[src/rtl/uart_rx_fifo_if.sv]
// uart_rx_fifo_if: write/pop handshake and status bundle between a UART receiver, its byte FIFO and the consumer.
interface uart_rx_fifo_if #(
    parameter int AW = 4
);
    logic          i_wr_dv;
    logic [7:0]    i_wr_byte;
    logic          i_rd_en;
    logic          i_flush;
    logic          o_rd_dv;
    logic [7:0]    o_rd_byte;
    logic          o_empty;
    logic          o_full;
    logic [AW:0]   o_count;
    logic          o_overflow;
    modport master (
        output i_wr_dv, i_wr_byte, i_rd_en, i_flush,
        input  o_rd_dv, o_rd_byte, o_empty, o_full, o_count, o_overflow
    );
    modport slave (
        input  i_wr_dv, i_wr_byte, i_rd_en, i_flush,
        output o_rd_dv, o_rd_byte, o_empty, o_full, o_count, o_overflow
    );
endinterface

[src/rtl/uart_rx_fifo.sv]
// uart_rx_fifo: byte FIFO behind a UART receiver with registered pop output, sticky overflow and sync flush.
module uart_rx_fifo #(
    parameter int DEPTH = 16,
    parameter int AW    = 4
) (
    input logic           i_clk,
    input logic           i_rst_n,
    uart_rx_fifo_if.slave bus
);
    logic [7:0]    mem [DEPTH];
    logic [AW-1:0] wr_ptr, rd_ptr;
    logic [AW:0]   count;
    logic [7:0]    rd_byte;
    logic          rd_dv, overflow, empty, full, do_rd, do_wr;
    // a pop frees a slot in the same cycle, so a write while full is accepted when paired with a pop
    always_comb begin
        empty = count == '0;
        full  = count == (AW+1)'(DEPTH);
        do_rd = bus.i_rd_en && !empty && !bus.i_flush;
        do_wr = bus.i_wr_dv && (!full || do_rd) && !bus.i_flush;
    end
    always_ff @(posedge i_clk or negedge i_rst_n) begin
        if (!i_rst_n) begin
            wr_ptr   <= '0;
            rd_ptr   <= '0;
            count    <= '0;
            rd_byte  <= 8'h00;
            rd_dv    <= 1'b0;
            overflow <= 1'b0;
        end else if (bus.i_flush) begin
            wr_ptr   <= '0;
            rd_ptr   <= '0;
            count    <= '0;
            rd_dv    <= 1'b0;
            overflow <= 1'b0;
        end else begin
            if (do_wr) wr_ptr <= wr_ptr + 1'b1;
            if (do_rd) begin
                rd_ptr  <= rd_ptr + 1'b1;
                rd_byte <= mem[rd_ptr];
            end
            rd_dv <= do_rd;
            count <= count + (AW+1)'(do_wr) - (AW+1)'(do_rd);
            if (bus.i_wr_dv && full && !do_rd) overflow <= 1'b1;
        end
    end
    always_ff @(posedge i_clk) begin
        if (do_wr) mem[wr_ptr] <= bus.i_wr_byte;
    end
    assign bus.o_rd_dv    = rd_dv;
    assign bus.o_rd_byte  = rd_byte;
    assign bus.o_empty    = empty;
    assign bus.o_full     = full;
    assign bus.o_count    = count;
    assign bus.o_overflow = overflow;
endmodule
[src/flat_wrapper.sv]
// flat-port wrapper written by rule: the top's interface ports become plain ports
module uart_rx_fifo_flat 
#(
    parameter int DEPTH = 16,
    parameter int AW    = 4
)
  (i_clk, i_rst_n, bus_i_wr_dv, bus_i_wr_byte, bus_i_rd_en, bus_i_flush, bus_o_rd_dv, bus_o_rd_byte, bus_o_empty, bus_o_full, bus_o_count, bus_o_overflow);
  uart_rx_fifo_if #(.AW(AW)) bus_i ();
  input logic i_clk;
  input logic i_rst_n;
  input wire logic [$bits(bus_i.i_wr_dv)-1:0] bus_i_wr_dv;
  input wire logic [$bits(bus_i.i_wr_byte)-1:0] bus_i_wr_byte;
  input wire logic [$bits(bus_i.i_rd_en)-1:0] bus_i_rd_en;
  input wire logic [$bits(bus_i.i_flush)-1:0] bus_i_flush;
  output wire logic [$bits(bus_i.o_rd_dv)-1:0] bus_o_rd_dv;
  output wire logic [$bits(bus_i.o_rd_byte)-1:0] bus_o_rd_byte;
  output wire logic [$bits(bus_i.o_empty)-1:0] bus_o_empty;
  output wire logic [$bits(bus_i.o_full)-1:0] bus_o_full;
  output wire logic [$bits(bus_i.o_count)-1:0] bus_o_count;
  output wire logic [$bits(bus_i.o_overflow)-1:0] bus_o_overflow;
  assign bus_i.i_wr_dv = bus_i_wr_dv;
  assign bus_i.i_wr_byte = bus_i_wr_byte;
  assign bus_i.i_rd_en = bus_i_rd_en;
  assign bus_i.i_flush = bus_i_flush;
  assign bus_o_rd_dv = bus_i.o_rd_dv;
  assign bus_o_rd_byte = bus_i.o_rd_byte;
  assign bus_o_empty = bus_i.o_empty;
  assign bus_o_full = bus_i.o_full;
  assign bus_o_count = bus_i.o_count;
  assign bus_o_overflow = bus_i.o_overflow;
  uart_rx_fifo #(.DEPTH(DEPTH), .AW(AW)) u_core (.i_clk(i_clk), .i_rst_n(i_rst_n), .bus(bus_i));
endmodule
[config.mk]
export PLATFORM = sky130hd
export DESIGN_NAME = uart_rx_fifo_flat
export DESIGN_NICKNAME = d
export VERILOG_FILES = /design/src/rtl/uart_rx_fifo_if.sv /design/src/rtl/uart_rx_fifo.sv /design/src/flat_wrapper.sv
export SDC_FILE = /design/constraint.sdc
export NUM_CORES = 1
export LEC_CHECK = 0
export CAP_MARGIN = 5
export CORE_ASPECT_RATIO = 0.5
export CORE_MARGIN = 8
export CORE_UTILIZATION = 29
export CTS_CLUSTER_SIZE = 16
export DETAILED_ROUTE_END_ITERATION = 6
export PLACE_DENSITY = 0.46
export SLEW_MARGIN = 20
export SYNTH_ARGS = -nofsm -noshare
export SYNTH_HDL_FRONTEND = slang
export SYNTH_SLANG_ARGS = --single-unit
[constraint.sdc]
create_clock -name i_clk -period 3.7 [get_ports i_clk]
set_input_delay 1.11 -clock i_clk [delete_from_list [all_inputs] [get_ports i_clk]]
set_output_delay 1.11 -clock i_clk [all_outputs]
set_load 0.02 [all_outputs]
# Yosys cells after proc, flatten, opt, wreduce, memory -nomap -nowiden
# Memory sizes are Yosys's and may differ from the RTL's. A register that Yosys moved wholly into a read port is not among the register bits.
# Cells that the tools add are included.
[op_classes]
n_addsub = 4
n_reduce_logical = 17
n_eq_ne = 1
mux = 10
bitwise_logic = 1
[ops]
columns = ["operator", "count"]
rows = [
  ["$mux 4", 4],
  ["$add 4x1->4 const B", 2],
  ["$logic_and 1x1->1", 6],
  ["$reduce_bool 2->1", 3],
  ["$add 5x1->5", 1],
  ["$eq 5x5->1 const B", 1],
  ["$logic_not 1->1", 5],
  ["$logic_not 5->1", 1],
  ["$mux 1", 5],
  ["$mux 5", 1],
  ["$sub 5x1->5", 1],
  ["$reduce_and 2->1", 1],
  ["$logic_or 1x1->1", 1],
  ["$not 1->1", 1],
]
[word_totals]
n_memories = 1
inputBits = 13
ff_bits = 15
elab_cells = 39
output_inout_bits = 17
ram_bits = 128
[memory_table]
columns = ["name", "depth", "word_bits", "read_ports", "rd_clocked_by_memory_dff", "wr", "line", "rtl"]
rows = [
  ["u_core.mem", 16, 8, 1, 1, 1, "uart_rx_fifo.sv:10", "logic [7:0] mem [DEPTH];"],
]

# Depth between registers and ports, before layout
[depth]
depth_word = 10
ltp_mapped = 15
depth_no_buf = 14

# Worst setup path before layout
# Ideal clock, no wire load.
[synth_timing]
path_kind = "in2reg"
start = "in bus_i_flush"
end = "reg u_core.count[4] (netlist: u_core.bus.o_count[4])"
arrival_time_ns = 3.262
t_required_ns = 3.569
stages = 13
setup_ns = 0.131
slack_ns = 0.307
cell_sequence = "clkbuf_1 > nand2b_1 > nor2_1 > buf_2 > ha_1 > inv_1 > ha_1 > inv_1 > fa_1 > nor2b_1 > o21bai_1 > a21oi_1 > nor3b_1"
[synth_between]
elab_chain_cells = 8
[synth_rtl]
columns = ["item", "line", "rtl"]
rows = [
  ["from (decl)", "flat_wrapper.sv:14", "input wire logic [$bits(bus_i.i_flush)-1:0] bus_i_flush;"],
  ["$logic_not 1->1", "uart_rx_fifo.sv:19, uart_rx_fifo.sv:20", ""],
  ["$logic_and 1x1->1", "uart_rx_fifo.sv:19", "do_rd = bus.i_rd_en && !empty && !bus.i_flush;"],
  ["$logic_or 1x1->1", "uart_rx_fifo.sv:20", "do_wr = bus.i_wr_dv && (!full || do_rd) && !bus.i_flush;"],
  ["$logic_and 1x1->1 (2 in a row)", "uart_rx_fifo.sv:20", ""],
  ["$add 5x1->5", "uart_rx_fifo.sv:43", "count <= count + (AW+1)'(do_wr) - (AW+1)'(do_rd);"],
  ["$sub 5x1->5", "uart_rx_fifo.sv:43", ""],
  ["$mux 5 (*)", "uart_rx_fifo.sv:30", "end else if (bus.i_flush) begin"],
  ["to (signal assigned)", "uart_rx_fifo.sv:43", ""],
  ["to (decl)", "uart_rx_fifo.sv:12", "logic [AW:0] count;"],
]
# Every way passes the cells marked *; elsewhere a longest branch is shown, timed or not.
# A chain may end at the register's enable or synchronous reset.

# Worst setup path in the final report
[layout_timing]
start = "reg u_core.count[2] (netlist: u_core.bus.o_count[2])"
end = "out bus_o_empty"
[layout_between]
elab_chain_cells = 1
[layout_rtl]
columns = ["item", "line", "rtl"]
rows = [
  ["$logic_not 5->1", "uart_rx_fifo.sv:17", "empty = count == '0;"],
  ["to (decl)", "flat_wrapper.sv:17", "output wire logic [$bits(bus_i.o_empty)-1:0] bus_o_empty;"],
]
# No other way between the ends.

==> summary.txt <==
Run status
  – Status: complete, no violations

Power
  – Leakage: 2.50 nW
  – Worst vdd ir: 0.275 mV
  – PD cells: 637 mW/mm^2

Yosys
  – Post-Syn Nets: 353
  – Seq/Total Area, Yosys: 0.727
  – Post-synth top area share: 0.632
  – Post-synthesis cell count: 328
  – Synth Flop Type: edfxtp_1
  – Share of synthesized registers carrying an async set or reset: 0.152
  – Synthesized area: 0.00608 mm^2
  – Top cells by area, synth: edfxtp_1 63%, mux4_2 11%, dfrtp_1 9.5%
  – Post-synth top cells: 128 x edfxtp_1, 30 x mux4_2, 24 x nor2_1, 23 x dfrtp_1
  – EDFF count, synth: 128
  – Distinct cells, synth: 34
  – Synth warn: 0
  – Syn Area/Cell: between 15 and 20 um^2
  – #FFs+latches synth: 151
  – Largest area contributor in the netlist: edfxtp_1
  – Count leader, synth: edfxtp_1

Clock tree
  – CTS tree: built
  – Hold buffer count at cts: 0
  – Clk slew on worst S/H paths: 0.06 ns
  – Post_cts resized: 0
  – Worst-Skew Late Latency: 0.42 ns
  – Clock Tree Buf Depth: 2
  – Setup bufs post-CTS: 0
  – CTS root buffer: clkbuf_16
  – H-tree depth: 4
  – Total CTS buffers: 17
  – Clk sinks: around 150

STA
  – Hold WS: between 0.5 and 0.6 ns
  – Clk_skew: 0.0129 ns
  – Final Cycle Share: 0.953
  – F_max: around 0.28 GHz
  – Final setup viols: 0
  – Rel. slew slack: 0.450
  – Tmin final: around 3.5 ns
  – Final hold vios: 0
  – Max-slew violation count: 0
  – Least-Margin Pin Slew: 0.825 ns
  – Unrepaired setup endpoints after global routing: no
  – Final TNS setup: 0 ns
  – Final setup margin: 0.173 ns

Job
  – Maximum Capacitance Violations: 0

Critical path
  – CP max FO: 5
  – Critical path class: register to primary output
  – CP Capture Type: primary output
  – Reg2Reg Launch Point: u_core.bus.o_count[2]$_DFF_PN0_
  – CP Data Required Time: 2.59 ns
  – R2R setup slack: 0.68 ns
  – Critical path origin: u_core.bus.o_count[2]$_DFF_PN0_
  – Worst setup SP type: register
  – Worst EP arrival: 2.42 ns

Route
  – DRT Wirelength: 14.1 mm
  – Initial DRT Pass Iterations: 4
  – Initial DRC Count: 306
  – Post-route ant nets: 0
  – Average wire per standard cell: 20.9 um
  – Routed via count: 3,217
  – Via/cell ratio: roughly 4.8
  – DRC Markers: 0

GRT
  – Vias in the first global route: around 3,400
  – Total grt overflow: 0
  – First-pass GRT wire length: 22.0 mm
  – Initial antenna violation count: 0
  – Total track usage: 0.113
  – Pin count of the biggest net entering global routing: 20

Finish
  – Final #Nets: 416
  – Filler cell count in the final layout: around 1,900
  – Share of layout cells above drive strength 1: 0.248
  – Synth-to-Final Area Change: 22.4%
  – ANT cells: 0
  – Final Cell Area: 0.00744 mm^2

Floorplanning
  – Die width: between 200 and 250 um
  – Chip height: 118 um
  – Rows: 37
  – CORE AREA: 0.0206 mm^2
  – IO Pins: 30
  – Initial Util: 0.296
  – Die ar.: 0.0261 mm^2

Hold path
  – Hold Startpoint: u_core.bus.o_overflow$_DFFE_PN0P_
  – Worst min path class: register to register

Place
  – I/O Buffers: 29
  – Worst slack, placed: approximately 0.13 ns
  – DP Area: 0.00686 mm^2
  – Placer's final routability congestion estimate: 0.786
  – Post-DP HPWL: 9.69 mm
## cell families (layout without fill, tap and decap cells)
kind of cell / count (synthesis) / in the layout / synth area share
flops: 151 / 151 / 0.727
simple gates: 55 / 55 / 0.0430
mux: 42 / 42 / 0.141
compound gates: 31 / 31 / 0.0307
buf+inv: 29 / 105 / 0.0212
fa+ha+maj: 12 / 12 / 0.0259
xor+xnor: 8 / 8 / 0.0115
## flip-flops by register name, summed over array words and instances, names as in the netlist
signal / cells
u_core.mem: 128
u_core.bus.o_rd_byte: 8
u_core.bus.o_count: 5
u_core.rd_ptr: 4
u_core.wr_ptr: 4
u_core.bus.o_overflow: 1
u_core.bus.o_rd_dv: 1
## path summary, 6_finish.rpt
| check | end | depth (start not counted) |
|---|---|---|
| setup / recovery | bus_o_empty | 5 |
| hold / removal | u_core.bus.o_overflow$_DFFE_PN0P_ | 2 |
| setup reg to reg | u_core.bus.o_count[4]$_DFF_PN0_ | 14 |
| hold reg to reg | u_core.bus.o_overflow$_DFFE_PN0P_ | 2 |
| max in group asynchronous | u_core.rd_ptr[1]$_DFFE_PN0P_ | 2 |
| min in group asynchronous | u_core.bus.o_overflow$_DFFE_PN0P_ | 1 |
## final cells by class
class	count	area, um^2	area share
sequential	151	4420	0.594
multi-input combinational	148	1530	0.206
timing repair buffer	59	515	0.0693
clock buffer	19	433	0.0582
tap	273	342	0.0459
clock inverter	13	145	0.0195
inverter	14	52.6	0.00706
## routing by layer
metal  vias to the layer above  global-route usage  wire length, um
met5                         -                   0                0
met4                         0              0.0386              161
met3                        11              0.0296              768
met2                        85               0.176             6610
met1                      1703               0.152             6590
li1                       1418                   -                -
## critical path, cell delays in order, from the launching register on
cell	delay [ns]
dfrtp_1	0.40
inv_1	0.09
ha_1	0.18
or4b_1	0.54
inv_1	0.16
clkdlybuf4s50_1	0.63
## layout by cell type (no fill, tap or decap), types with 2 or more instances in the layout
master	Yosys	layout
buf_4	2	30
dfrtp_1	23	22
ha_1	11	11
clkbuf_1	8	2
bufinv_16	0	2
mux2_2	7	7
clkinvlp_4	0	3
clkinv_4	0	2
a21oi_1	10	10
nand3_1	6	6
edfxtp_1	128	128
clkdlybuf4s50_1	0	29
a211oi_1	2	2
mux4_2	30	30
xnor2_1	4	4
inv_1	14	14
nor3_1	6	6
nor2b_1	4	4
o22ai_1	14	14
mux4_1	3	3
nand2_1	7	7
inv_6	0	4
xor2_1	4	4
nand2b_1	4	4
nor2_1	24	24
clkinv_2	0	2
clkbuf_16	0	17
## per-stage QoR
step	utilization	instances	power, W
2_1_floorplan	-	328	0.00270
3_3_place_gp	0.334	645	0.00307
3_5_place_dp	0.334	645	0.00310
4_1_cts	0.362	677	0.00480
5_1_grt	0.362	677	0.00496
6_report	0.362	677	0.00474
## power by group
group | switching [W] | total (W) | leakage [nW] | internal (W)
clock network | 0.000687 | 0.00169 | 0.275 | 0.00100
registers | 0.000136 | 0.00208 | 1.44 | 0.00195
logic | 0.000493 | 0.000969 | 0.786 | 0.000475
total | 0.00132 | 0.00474 | 2.50 | 0.00343
Note: power is estimated with default switching activity, not from simulation.
